<file path="src/rtl/mux8way_arbiter.sv">
// mux8way_arbiter: merges eight valid/ready producer channels onto one
// registered output, tagging each word with its 3-bit source index.
// Optional feature macro: MUX8WAY_ARB_RR_EN
//   defined   -> round-robin search starting at a registered pointer
//   undefined -> fixed priority, channel 0 highest, no pointer register
module mux8way_arbiter #(
  parameter int WIDTH = 16
) (
  input  logic                 clk,
  input  logic                 reset,
  input  logic [7:0]           in_valid,
  input  logic [8*WIDTH-1:0]   in_data,
  output logic [7:0]           in_ready,
  output logic                 out_valid,
  output logic [WIDTH-1:0]     out_data,
  output logic [2:0]           out_sel,
  input  logic                 out_ready
);

  typedef enum logic {
    EMPTY = 1'b0,
    FULL  = 1'b1
  } state_t;

  state_t      state;
  state_t      state_next;
  logic        ld;
  logic        grant;
  logic        grant_found;
  logic [2:0]  grant_idx;
  logic [2:0]  scan_idx;
  logic [2:0]  start;

`ifdef MUX8WAY_ARB_RR_EN
  logic [2:0]  ptr;

  // Round-robin pointer: one past the last granted channel, wrapping 7 -> 0.
  always_ff @(posedge clk) begin
    if (reset) begin
      ptr <= 3'd0;
    end else if (grant) begin
      ptr <= grant_idx + 3'd1;
    end else begin
      ptr <= ptr;
    end
  end

  assign start = ptr;
`else
  // Fixed priority: the search always begins at channel 0.
  assign start = 3'd0;
`endif

  // The output slot can take a new word when empty or draining this cycle.
  assign ld = !out_valid || out_ready;

  // Scan the requesters from the start index, first valid channel wins.
  always_comb begin
    grant_found = 1'b0;
    grant_idx   = 3'd0;
    scan_idx    = 3'd0;
    for (int i = 0; i < 8; i++) begin
      scan_idx = start + 3'(i);
      if (!grant_found && in_valid[scan_idx]) begin
        grant_found = 1'b1;
        grant_idx   = scan_idx;
      end else begin
        grant_found = grant_found;
      end
    end
  end

  // Grant qualification and one-hot ready back to the selected producer.
  always_comb begin
    grant    = 1'b0;
    in_ready = 8'd0;
    if (!reset && ld && grant_found) begin
      grant    = 1'b1;
      in_ready = 8'd1 << grant_idx;
    end else begin
      grant    = 1'b0;
      in_ready = 8'd0;
    end
  end

  // Next-state logic for the single-entry output slot.
  always_comb begin
    state_next = state;
    case (state)
      EMPTY: begin
        if (grant) begin
          state_next = FULL;
        end else begin
          state_next = EMPTY;
        end
      end
      FULL: begin
        if (grant) begin
          state_next = FULL;
        end else if (out_ready) begin
          state_next = EMPTY;
        end else begin
          state_next = FULL;
        end
      end
      default: begin
        state_next = EMPTY;
      end
    endcase
  end

  // Slot state register; reset discards any held word.
  always_ff @(posedge clk) begin
    if (reset) begin
      state <= EMPTY;
    end else begin
      state <= state_next;
    end
  end

  // Output data and source tag load on a grant and otherwise hold.
  always_ff @(posedge clk) begin
    if (reset) begin
      out_data <= {WIDTH{1'b0}};
      out_sel  <= 3'd0;
    end else if (grant) begin
      out_data <= in_data[int'(grant_idx)*WIDTH +: WIDTH];
      out_sel  <= grant_idx;
    end else begin
      out_data <= out_data;
      out_sel  <= out_sel;
    end
  end

  assign out_valid = (state == FULL);

endmodule

</file>
<file path="config.mk">
export PLATFORM = sky130hd
export DESIGN_NAME = mux8way_arbiter
export DESIGN_NICKNAME = d
export VERILOG_FILES = /design/src/rtl/mux8way_arbiter.sv
export SDC_FILE = /design/constraint.sdc
export NUM_CORES = 1
export LEC_CHECK = 0
export ABC_AREA = 1
export BUFFER_PORTS_ARGS = -buffer_cell sky130_fd_sc_hd__buf_2
export CORE_MARGIN = 5
export CORE_UTILIZATION = 37
export DETAILED_ROUTE_END_ITERATION = 8
export PLACE_DENSITY_LB_ADDON = 0.3
export SYNTH_ARGS = -nofsm -noshare
export SYNTH_HDL_FRONTEND = slang
export SYNTH_SLANG_ARGS = --single-unit
</file>
<file path="constraint.sdc">
create_clock -name clk -period 1.4 [get_ports clk]
set_input_delay 0.21 -clock clk [delete_from_list [all_inputs] [get_ports clk]]
set_output_delay 0.21 -clock clk [all_outputs]
set_load 0.02 [all_outputs]
</file>
=== After elaboration in Yosys (flattened, before gate mapping) ===
Index checks and enable logic that the tools add are counted.

* Shift operators: 2
* Muxes and demuxes: 21
* Bitwise gates (word level): 1
* Reductions and logical operators: 19

{| class="wikitable"
|+ Operator list
! operator !! number
|-
| $shiftx 128x8->16 || 1
|-
| $mux 1 || 13
|-
| $mux 3 || 4
|-
| $logic_and 1x1->1 || 9
|-
| $logic_not 1->1 || 9
|-
| $mux 8 || 1
|-
| $shl 1x3->8 const A || 1
|-
| $mux 2 || 2
|-
| $pmux 1 s2 || 1
|-
| $logic_or 1x1->1 || 1
|-
| $not 1->1 || 1
|}

* Register bits after elaboration: 20
* Bits of input ports: 139
* Output and inout bits: 28
* Word-level logic and storage cells: 46

=== Longest topological paths before layout ===
* Depth in word-level cells: 26
* Gate-level depth with buffers: 13
* Mapped depth without buffers: 12

=== Worst setup path after synthesis ===
OpenSTA, ideal clock, no wires.

* Path kind: input-to-output
* From: input in_valid[2]
* To: output in_ready[7]
* Arrival: 1.777 ns
* Path slack: -0.587 ns
* Stages: 8
* Cells stage by stage: nor2_1 nand2_2 nor2_4 nand4_4 nand2_4 inv_2 buf_2 nor4_1

* Longest elaborated chain between the ends: 19

{| class="wikitable"
|+ Ends and longest elaborated chain
! item !! RTL line !! text
|-
| start, declared || 11 || <nowiki>input logic [7:0] in_valid,</nowiki>
|-
| $logic_and 1x1->1 (*) || 64 || <nowiki>if (!grant_found && in_valid[scan_idx]) begin</nowiki>
|-
| $mux 1 || 64 ||
|-
| $logic_not 1->1 || 64 ||
|-
| $logic_and 1x1->1 || 64 ||
|-
| $mux 1 || 64 ||
|-
| $logic_not 1->1 || 64 ||
|-
| $logic_and 1x1->1 || 64 ||
|-
| $mux 1 || 64 ||
|-
| [... 3 more ...] || -- ||
|-
| $logic_not 1->1 || 64 ||
|-
| $logic_and 1x1->1 || 64 ||
|-
| $mux 1 || 64 ||
|-
| $logic_not 1->1 || 64 ||
|-
| $logic_and 1x1->1 || 64 ||
|-
| $mux 3 / $mux 1 (equally long branches) || 64 ||
|-
| $shl 1x3->8 / $logic_and 1x1->1 (equally long branches) || 79, 77 ||
|-
| $mux 8 (*) || 77 || <nowiki>if (!reset && ld && grant_found) begin</nowiki>
|-
| end, declared || 13 || <nowiki>output logic [7:0] in_ready,</nowiki>
|}

Every way passes the cells marked *; elsewhere a longest branch is shown, timed or not.

=== Worst setup path after layout ===
* From: input in_valid[0]
* To: output in_ready[7]

* Longest elaborated chain between the ends: 24

{| class="wikitable"
|+ Ends and longest elaborated chain
! item !! RTL line
|-
| $mux 1 (*) || 64
|-
| $logic_not 1->1 || 64
|-
| $logic_and 1x1->1 || 64
|-
| $mux 1 || 64
|-
| $logic_not 1->1 || 64
|-
| $logic_and 1x1->1 || 64
|-
| $mux 1 || 64
|-
| $logic_not 1->1 || 64
|-
| [... 8 more ...] || --
|-
| $logic_not 1->1 || 64
|-
| $logic_and 1x1->1 || 64
|-
| $mux 1 || 64
|-
| $logic_not 1->1 || 64
|-
| $logic_and 1x1->1 || 64
|-
| $mux 3 / $mux 1 (equally long branches) || 64
|-
| $shl 1x3->8 / $logic_and 1x1->1 (equally long branches) || 79, 77
|-
| $mux 8 (*) || 77
|}

Marked as above.

==> reports/metrics.csv <==
stage;metric;value;unit
outcome;status;complete, but fails checks;
outcome;violations;setup timing;
setup_path;worstSetupStartpoint;in_valid[0];
yosys;netlist_instances;418;
clock_network;clk-insertion-delay-late;0.25;ns
detailed_routing;drtPass1Iterations;5;
clock_network;cts_tree;done;
sta;rsz0062_at_grt;true;
detailed_routing;drc;0;
setup_path;worstPathArrival;1.47;ns
cells_and_area;final_area;3890;um^2
setup_path;worstSetupPathType;input port to primary output;
global_routing;grt_antenna_before_repair;0;
clock_network;numCtsBuffers;3;
power;swShare;0.373;
cells_and_area;drive_gt1_frac;0.446;
detailed_routing;ant_nets;0;
sta;tightest_slew;0.382;ns
detailed_routing;drt-total-wl;9.47;mm
power;leakagePower;2.17;nW
sta;slew_viol_final;0;
yosys;synth-seq-cells;20;
clock_network;clockBufferDepth;2;
global_routing;grt_pass1_vias;3363;
yosys;yosys_warnings;0;
sta;max_slew_margin;0.744;
detailed_routing;vias;3473;
setup_path;cp.required;1.19;ns
die;coreArea;5820;um^2
detailed_routing;routedWlPerCell;13.9;um
clock_network;clkSinkCount;20;
yosys;syn_avg_cell_area;5.21;um^2
place;routabilityCongestion;0.861;
global_routing;grt_max_degree;42;
place;dp.cells;664;
clock_network;clk_root_buffer_cell;clkbuf_8;
place;dp_hpwl;7.06;mm
clock_network;cts-hold-fix-buffers;0;
sta;fmax;596;MHz
global_routing;gr-total-overflow;0;
clock_network;h-tree-depth;1;
clock_network;clk_pin_slew;0.07;ns
place;port_buffers;166;
setup_path;cp_max_fo;4;
yosys;synth.net_count;557;
global_routing;grt_pass1_wl;14.8;mm
power;combPwrFrac;0.522;
sta;setup_violations;27;
setup_path;endpoint_kind;primary output;
die;boundaryPins;167;
yosys;yosysSeqAreaShare;0.184;
power;power;2.29;mW
sta;finalHoldViolCount;0;
hold_path;hp-class;input port to register;
cells_and_area;nets;748;
global_routing;grtUsageTotal;0.240;
cells_and_area;area_growth;78.6;%
power;powerDensity;588;nW/um^2
place;detailed_place.area;3390;um^2
detailed_routing;drtIter0Drc;178;
hold_path;hp-start;reset;
place;place_ws;-0.360;ns
cells_and_area;layout.cells.non_filler;683;
setup_path;critPathLaunchType;input port;
die;die_area;7510;um^2
die;fp.dieW;86.7;um
cells_and_area;diodes;0;
sta;min_period_over_period;1.20;
sta;skew;0.000710;ns
power;p_int;1.43;mW
power;vdd_drop_max;0.492;mV
die;die_y;86.7;um
power;p_clk_frac;0.193;
die;initial_core_util;0.374;
power;p_switching;852;uW
yosys;synth_cell_types;23;
setup_path;r2r-start;out_valid$_SDFF_PP0_;
sta;layout_min_cycle_time;1.68;ns
sta;setup_slack;-0.277;ns
yosys;synth_area;2180;um^2
die;rows;28;
power;seq_power_share;0.286;
job;maxCapViolations;0;
detailed_routing;vias_per_cell;5.08;
==> cell type report <==
class                           instances  area (um^2)
Tap cell                               75         93.8
Fill cell                             543         1930
Sequential cell                        20          402
Multi-Input combinational cell        349         1800
Inverter                               23         95.1
Clock buffer                            4         55.1
Timing Repair Buffer                  212         1440
==> metal layers <==
metal | GRT usage | up-vias | part of all wire
met1 | 0.267 | 1559 | 0.37
li1 | - | 1740 | -
met4 | 0.0567 | 0 | 0.018
met5 | 0 | - | 0
met3 | 0.0580 | 20 | 0.083
met2 | 0.453 | 154 | 0.52
==> cells in the final DEF, fill, tap and decap left out <==
cell type	n
nand3_2	8
a41oi_4	1
nand3b_1	7
nor3_4	4
clkbuf_8	4
inv_1	14
nand2_4	6
buf_6	16
nand3_1	109
buf_8	3
dfxtp_1	19
nor4_4	1
nor2_1	19
dfxtp_2	1
clkinvlp_4	1
nor2_2	5
buf_12	7
nor2_4	8
a21oi_1	2
clkinv_1	1
buf_4	28
bufbuf_16	1
inv_2	5
inv_4	2
nand4_4	1
nand2_2	11
buf_16	2
o21ai_1	4
nand4_1	1
o21ai_0	1
nand3_4	1
nand2_1	160
buf_2	155
==> kinds of logic after synthesis <==
kind of cell / after synthesis / synth area share
DFF: 20 / 0.184
AOI/OAI and AO/OA: 8 / 0.0236
buffers and inverters: 49 / 0.0955
and+or+nand+nor: 341 / 0.697
==> power groups by stage <==
stage / registers, mW / logic [mW] / clock network [mW]
floorplan: 0.734 / 0.508 / 0
global placement: 0.665 / 1.01 / 0
detailed placement: 0.665 / 1.03 / 0
CTS: 0.653 / 1.14 / 0.451
global route: 0.660 / 1.31 / 0.479
finish: 0.653 / 1.19 / 0.440
==> path summary, 6_finish.rpt <==
check	to	cells past startpoint	slack, ns
worst max-delay path	in_ready[7]	8	-0.28
worst min-delay path	out_data[14]$_SDFFE_PP0P_	2	0.16
worst max register to register	out_data[15]$_SDFFE_PP0P_	12	-0.02
worst min register to register	out_sel[2]$_SDFFE_PP0P_	2	0.51
==> stage by stage <==
step | TNS, ns | util | hold WS (ns)
finish | -3.57 | 0.668 | 0.160
global placement | -6.93 | 0.583 | 0.431
global route | -6.33 | 0.668 | 0.166
CTS | -2.88 | 0.643 | 0.162
floorplan | -2.16 | - | 0.282
detailed placement | -8.40 | 0.583 | 0.436
==> Yosys cell counts <==
master	count	area (um^2)
a21oi_1	2	10.0
a41oi_2	1	16.3
buf_1	1	3.75
buf_2	16	80.1
buf_4	1	7.51
clkbuf_1	8	30.0
clkinv_1	1	3.75
dfxtp_1	20	400
inv_1	20	75.1
inv_2	2	7.51
nand2_1	175	657
nand2_2	1	6.26
nand2_4	1	11.3
nand3_1	118	591
nand3b_1	7	52.6
nand4_1	1	6.26
nand4_4	1	21.3
nor2_1	26	97.6
nor2_2	4	25.0
nor2_4	2	22.5
nor3_1	4	20.0
nor4_1	1	6.26
o21ai_0	5	25.0
==> critical path: stages <==
cell	delay (ns)
buf_8	0.10
nor2_4	0.14
nand2_2	0.10
buf_6	0.14
a41oi_4	0.21
inv_2	0.08
nor4_4	0.29
buf_4	0.19
==> sequential cells by signal (all words and copies together), names as in the netlist <==
name       count
out_sel        3
out_valid      1
out_data      16
==> repair_timing <==
| action | 4_1_cts | 5_1_grt |
|---|---|---|
| pin swaps | 19 | 22 |
| setup buffers | 11 | 2 |
| setup endpoints to repair | 25 | 27 |
| cloned | 3 | 0 |
| gates resized for setup | 45 | 34 |
Note: power is estimated with default switching activity, not from simulation.
